<file path="config.mk">
export PLATFORM = sky130hd
export DESIGN_NAME = mem_share_arbiter
export DESIGN_NICKNAME = d
export VERILOG_FILES = /design/src/rtl/mem_share_arbiter.sv
export SDC_FILE = /design/constraint.sdc
export NUM_CORES = 1
export LEC_CHECK = 0
export CELL_PAD_IN_SITES_DETAIL_PLACEMENT = 0
export CELL_PAD_IN_SITES_GLOBAL_PLACEMENT = 1
export CORE_ASPECT_RATIO = 0.75
export CORE_MARGIN = 2
export CORE_UTILIZATION = 16
export CTS_BUF_LIST = sky130_fd_sc_hd__clkbuf_4 sky130_fd_sc_hd__clkbuf_8 sky130_fd_sc_hd__clkbuf_16
export DETAILED_ROUTE_END_ITERATION = 10
export GPL_TIMING_DRIVEN = 0
export HOLD_SLACK_MARGIN = 0.06
export PLACE_DENSITY_LB_ADDON = 0.05
export SYNTH_ARGS = -nofsm -noshare
export SYNTH_HDL_FRONTEND = slang
export SYNTH_SLANG_ARGS = --single-unit
</file>
<file path="constraint.sdc">
create_clock -name clk -period 2.28 [get_ports clk]
set_input_delay 0.228 -clock clk [delete_from_list [all_inputs] [get_ports clk]]
set_output_delay 0.228 -clock clk [all_outputs]
set_load 0.05 [all_outputs]
</file>
<file path="src/rtl/mem_share_arbiter.sv">
// mem_share_arbiter
//   Shares one memory port between the instruction-fetch requester (I) and
//   the data load/store requester (D). Requests pass straight through to
//   memory in the same cycle. An owner-tag FIFO records in order which
//   requester issued each accepted request, so that each in-order memory
//   response can be routed back to its owner. A pipeline flush kills
//   instruction traffic and silently drops responses to in-flight fetches.
//
// Ports
//   clk, rst                     clock, asynchronous active-high reset
//   flush                        pipeline flush, kills instruction traffic
//   ireq_*_i / ireq_ready_o      instruction request (a, we, be, d), valid/ready
//   iresp_*_o / iresp_ready_i    instruction response word, valid/ready
//   dreq_*_i / dreq_ready_o      data request (a, we, be, d), valid/ready
//   dresp_*_o / dresp_ready_i    data response word, valid/ready
//   mem_req_*_o / mem_req_ready_i     request to memory, valid/ready
//   mem_resp_*_i / mem_resp_ready_o   in-order response from memory
module mem_share_arbiter #(
   parameter int unsigned MAX_OUTSTANDING = 2,
   parameter int unsigned STARVE_LIMIT    = 4
) (
   input  logic        clk,
   input  logic        rst,
   input  logic        flush,
   // instruction request / response
   input  logic        ireq_valid_i,
   output logic        ireq_ready_o,
   input  logic [31:0] ireq_a_i,
   input  logic        ireq_we_i,
   input  logic [3:0]  ireq_be_i,
   input  logic [31:0] ireq_d_i,
   output logic        iresp_valid_o,
   input  logic        iresp_ready_i,
   output logic [31:0] iresp_data_o,
   // data request / response
   input  logic        dreq_valid_i,
   output logic        dreq_ready_o,
   input  logic [31:0] dreq_a_i,
   input  logic        dreq_we_i,
   input  logic [3:0]  dreq_be_i,
   input  logic [31:0] dreq_d_i,
   output logic        dresp_valid_o,
   input  logic        dresp_ready_i,
   output logic [31:0] dresp_data_o,
   // memory side
   output logic        mem_req_valid_o,
   input  logic        mem_req_ready_i,
   output logic [31:0] mem_req_a_o,
   output logic        mem_req_we_o,
   output logic [3:0]  mem_req_be_o,
   output logic [31:0] mem_req_d_o,
   input  logic        mem_resp_valid_i,
   output logic        mem_resp_ready_o,
   input  logic [31:0] mem_resp_data_i
);

   localparam int unsigned CW = $clog2(MAX_OUTSTANDING + 1);
   localparam int unsigned PW = (MAX_OUTSTANDING > 1) ? $clog2(MAX_OUTSTANDING) : 1;
   localparam int unsigned SW = $clog2(STARVE_LIMIT + 1);

   localparam logic [CW-1:0] FULL_CNT   = CW'(MAX_OUTSTANDING);
   localparam logic [PW-1:0] LAST_PTR   = PW'(MAX_OUTSTANDING - 1);
   localparam logic [SW-1:0] STREAK_MAX = SW'(STARVE_LIMIT);

   typedef enum logic [1:0] {LOCK_NONE, LOCK_I, LOCK_D} lock_e;
   typedef enum logic       {SRC_I, SRC_D}              src_e;

   lock_e          lock_q, lock_d;
   logic [SW-1:0]  streak_q, streak_d;
   logic [CW-1:0]  count_q, count_d;
   logic [PW-1:0]  head_q, head_d;
   logic [PW-1:0]  tail_q, tail_d;
   src_e           src_q  [MAX_OUTSTANDING];
   src_e           src_d  [MAX_OUTSTANDING];
   logic           drop_q [MAX_OUTSTANDING];
   logic           drop_d [MAX_OUTSTANDING];

   logic full, empty, i_elig, sel_i, req_valid, push, pop, i_fire, d_fire;
   logic resp_ready;
   src_e head_src;
   logic head_drop;

   function automatic logic [PW-1:0] ptr_inc(input logic [PW-1:0] p);
      return (p == LAST_PTR) ? '0 : p + 1'b1;
   endfunction

   // ---------------- request path ----------------
   always_comb begin
      full   = (count_q == FULL_CNT);
      i_elig = ireq_valid_i && !flush;

      // A held lock pins the source; a flush releases an instruction lock,
      // after which the instruction side is ineligible and D is selected.
      unique case (lock_q)
         LOCK_I:  sel_i = !flush;
         LOCK_D:  sel_i = 1'b0;
         default: sel_i = i_elig && (!dreq_valid_i || (streak_q == STREAK_MAX));
      endcase

      req_valid    = !rst && !full && (sel_i ? i_elig : dreq_valid_i);
      ireq_ready_o = !rst && !full &&  sel_i && mem_req_ready_i;
      dreq_ready_o = !rst && !full && !sel_i && mem_req_ready_i;

      mem_req_valid_o = req_valid;
      mem_req_a_o     = sel_i ? ireq_a_i  : dreq_a_i;
      mem_req_we_o    = sel_i ? ireq_we_i : dreq_we_i;
      mem_req_be_o    = sel_i ? ireq_be_i : dreq_be_i;
      mem_req_d_o     = sel_i ? ireq_d_i  : dreq_d_i;

      push   = req_valid && mem_req_ready_i;
      i_fire = push &&  sel_i;
      d_fire = push && !sel_i;
   end

   // ---------------- response routing ----------------
   always_comb begin
      empty     = (count_q == '0);
      head_src  = src_q[head_q];
      head_drop = drop_q[head_q];

      iresp_valid_o = 1'b0;
      dresp_valid_o = 1'b0;
      resp_ready    = 1'b0;
      if (!rst && !empty) begin
         if (head_drop) begin
            resp_ready = 1'b1;
         end else if (head_src == SRC_I) begin
            // A flush arriving while the head fetch response is presented
            // consumes it silently.
            iresp_valid_o = mem_resp_valid_i && !flush;
            resp_ready    = iresp_ready_i || flush;
         end else begin
            dresp_valid_o = mem_resp_valid_i;
            resp_ready    = dresp_ready_i;
         end
      end
      mem_resp_ready_o = resp_ready;
      iresp_data_o     = mem_resp_data_i;
      dresp_data_o     = mem_resp_data_i;
      pop              = mem_resp_valid_i && resp_ready;
   end

   // ---------------- next state ----------------
   always_comb begin
      lock_d = LOCK_NONE;
      if (req_valid && !mem_req_ready_i)
         lock_d = sel_i ? LOCK_I : LOCK_D;

      if (i_fire || !i_elig)
         streak_d = '0;
      else if (d_fire && (streak_q != STREAK_MAX))
         streak_d = streak_q + 1'b1;
      else
         streak_d = streak_q;

      unique case ({push, pop})
         2'b10:   count_d = count_q + 1'b1;
         2'b01:   count_d = count_q - 1'b1;
         default: count_d = count_q;
      endcase
      head_d = pop  ? ptr_inc(head_q) : head_q;
      tail_d = push ? ptr_inc(tail_q) : tail_q;

      // Marking stale (already popped) I slots too is harmless: every push
      // rewrites drop, so only live entries ever have their flag observed.
      for (int unsigned i = 0; i < MAX_OUTSTANDING; i++) begin
         src_d[i]  = src_q[i];
         drop_d[i] = drop_q[i] || (flush && (src_q[i] == SRC_I));
      end
      if (push) begin
         src_d[tail_q]  = sel_i ? SRC_I : SRC_D;
         drop_d[tail_q] = 1'b0;
      end
   end

   always_ff @(posedge clk or posedge rst) begin
      if (rst) begin
         lock_q   <= LOCK_NONE;
         streak_q <= '0;
         count_q  <= '0;
         head_q   <= '0;
         tail_q   <= '0;
         for (int unsigned i = 0; i < MAX_OUTSTANDING; i++) begin
            src_q[i]  <= SRC_I;
            drop_q[i] <= 1'b0;
         end
      end else begin
         lock_q   <= lock_d;
         streak_q <= streak_d;
         count_q  <= count_d;
         head_q   <= head_d;
         tail_q   <= tail_d;
         for (int unsigned i = 0; i < MAX_OUTSTANDING; i++) begin
            src_q[i]  <= src_d[i];
            drop_q[i] <= drop_d[i];
         end
      end
   end

endmodule

</file>
==> flow_summary.ini <==
[run_status]
status = finished with violations
violations = setup timing

[placement]
place_hpwl_mm = 10.08
gp_congestion = 0.7373
postPlaceCellArea_mm2 = 0.005365
port_buffers = 284

[cells_and_area]
syn2layout_area_growth_pct = 147.4
final_cell_mix = 208 x clkdlybuf4s50_1, 82 x buf_4, 36 x mux2_4
design_area_mm2 = 0.005687
diodes = 0
drive_gt1_frac = 0.4774
final_common_cell = clkdlybuf4s50_1
final_nets = 716

[pwr]
total_power_mw = 2.356
peakVddDrop_mv = 0.1938
p_per_area_mw_per_mm2 = 414.3
leakage_nw = 2.502

[clock_network]
cts-root-buf = clkbuf_16
cts_tree = yes
clock-sinks = 13
holdBufCountCts = 0
clkTransAtPathRegs_ns = 0.05
numCtsBuffers = 3
cts.path.max_buffers = 2
htreeDepth = 1
clk_latency_ns = 0.24

[yosys]
syn_area_mm2 = 0.002298
synth-async-reset-ratio = 1.000
yosys.cell_types.count = 43
yosys.area.top_type = mux2_2
synth_edf_count = 0
avgSynthCellArea_um2 = 9.950
synth_ff_type = dfrtp_1
ys_top_cells_by_area = mux2_2 23%, buf_4 21%, mux2_4 14%
syn_inst = 231
ys_warn_count = 0
postSynthRegisterBits = 13
yosys.area.top_type_share = 0.2303
ys_seq_area_frac = 0.1415
synth_fp_nets = 414

[grt]
antenna_found_initial = 0
grt_max_degree = 11
overflow = 0
grtUsageTotal = 0.1366
grt_pass1_wl_mm = 16.05
grt_pass1_vias = 2823

[route]
drt_iter0_markers = 76
drc = 0
wl_met2_mm = 6.424
vias_per_cell = 3.921
routed-via-count = 2772
dr_wl_met3_mm = 1.000
top_layer = met4
wirelength_mm = 11.66
wire_per_inst_um = 16.49
ant_nets = 0
drtPass1Iterations = 4
wl_met1_mm = 4.219

[sta]
worst_slack_ns = -0.06160
fin_crit_sh = 1.027
rsz0062_at_grt = yes
setup_tns_ns = -1.570
max_slew_margin = 0.6523
period_needed_ns = 2.342
setup_viol = 41
fmax_mhz = 427.1
finalClockSkew_ns = 0.003185
worst_pin_slew_ns = 0.5200
finalMaxSlewViolations = 0
hold_violations = 0

[floorplanning]
start_util = 0.1655
ioPinCount = 318
die_area_mm2 = 0.01535
rows = 37
coreArea_mm2 = 0.01389
die_width_um = 142.4
die_y_um = 107.8

[setup_path]
path_max_fanout = 6
critPathLaunchType = flop
end_kind = output pin
path_class = flop to output pin
worstPathArrival_ns = 2.11
crit_required_ns = 2.05

[flow_run]
cap_violations = 0

[hold_path]
hp-class = input port to asynchronous set/reset pin
==> critical path: stages, from the launching register on <==
cell and delay (ns):
dfrtp_1 0.39, ha_4 0.30, nand3b_4 0.08, o2bb2ai_4 0.28, buf_6 0.15, buf_6 0.09, buf_8 0.11, mux2_4 0.31
buf_8 0.15
==> final timing paths <==
path | startpoint | end | slack, ns | depth (start not counted)
setup / recovery | lock_q[0] | mem_req_d_o[28] | -0.06 | 8
hold / removal | rst | lock_q[0] | 0.36 | 3
setup reg to reg | lock_q[1] | count_q[1] | 0.16 | 11
hold reg to reg | tail_q | drop_q[0] | 0.50 | 1
max in group asynchronous | rst | tail_q | 1.58 | 4
min in group clk | flush | drop_q[1] | 0.39 | 3
==> synth_stat cells, drive strengths merged (2+ instances only) <==
cell type	n
nor3	3
o211ai	3
mux2	69
a31oi	2
buf	73
nor2	12
nor2b	2
inv	10
o21ai	3
a21oi	5
dfrtp	13
nand2	2
mux2i	2
o22ai	2
ha	4
nor4b	2
xnor2	3
==> layout make-up <==
cell class,count,area [µm²]
Buffer,72,599.3
Sequential cell,13,325.3
Timing Repair Buffer,298,2939
Tap cell,175,219.0
Inverter,10,41.29
Multi-Input combinational cell,135,1480
Clock buffer,4,82.58
Fill cell,1371,8202
==> per-stage QoR <==
step           utilization  hold WS [ns]  setup slack, ns  cells
4_1_cts             0.3903        0.3559          -0.1406    703
2_1_floorplan            -        0.1620           0.1966    231
6_report            0.4095        0.3559         -0.06160    707
3_5_place_dp        0.3863        0.4965          -0.8199    690
3_3_place_gp        0.3863        0.4895          -0.8112    690
5_1_grt             0.4095        0.3898          -0.1417    707
==> registers in the layout, summed over array words and instances (netlist names) <==
name,cells
count_q,2
drop_q,2
head_q,1
lock_q,2
src_q,2
streak_q,3
tail_q,1
==> metal layers <==
metal	vias to the layer above	global-route usage
li1	1350	-
met1	1262	0.1459
met2	158	0.2747
met3	2	0.03959
met4	0	0.01061
met5	-	0
==> timing repair <==
| action | in CTS | in global routing |
|---|---|---|
| pin swaps | 1 | 4 |
| setup buffers | 8 | 6 |
| endpoints found under the setup margin | 76 | 75 |
| cloned | 1 | 0 |
| resized for setup | 424 | 131 |
==> report_power, final <==
group	switching, mW	total, mW	internal [mW]	leakage, nW
registers	0.0572	0.332	0.274	0.162
logic	0.900	1.68	0.779	2.30
clock network	0.0979	0.346	0.248	0.0416
==> cell families (layout without fill, tap and decap cells) <==
| family | Yosys count | in the layout | synth area share |
|---|---|---|---|
| buffers and inverters | 83 | 384 | 0.2559 |
| muxes | 71 | 71 | 0.3827 |
| and+or+nand+nor | 33 | 33 | 0.09691 |
| AOI/OAI and AO/OA | 23 | 23 | 0.08601 |
| DFF | 13 | 13 | 0.1415 |
| adders and majority gates | 4 | 4 | 0.02178 |
| xor gates and xnor gates | 4 | 4 | 0.01525 |
Note: power is estimated with default switching activity, not from simulation.
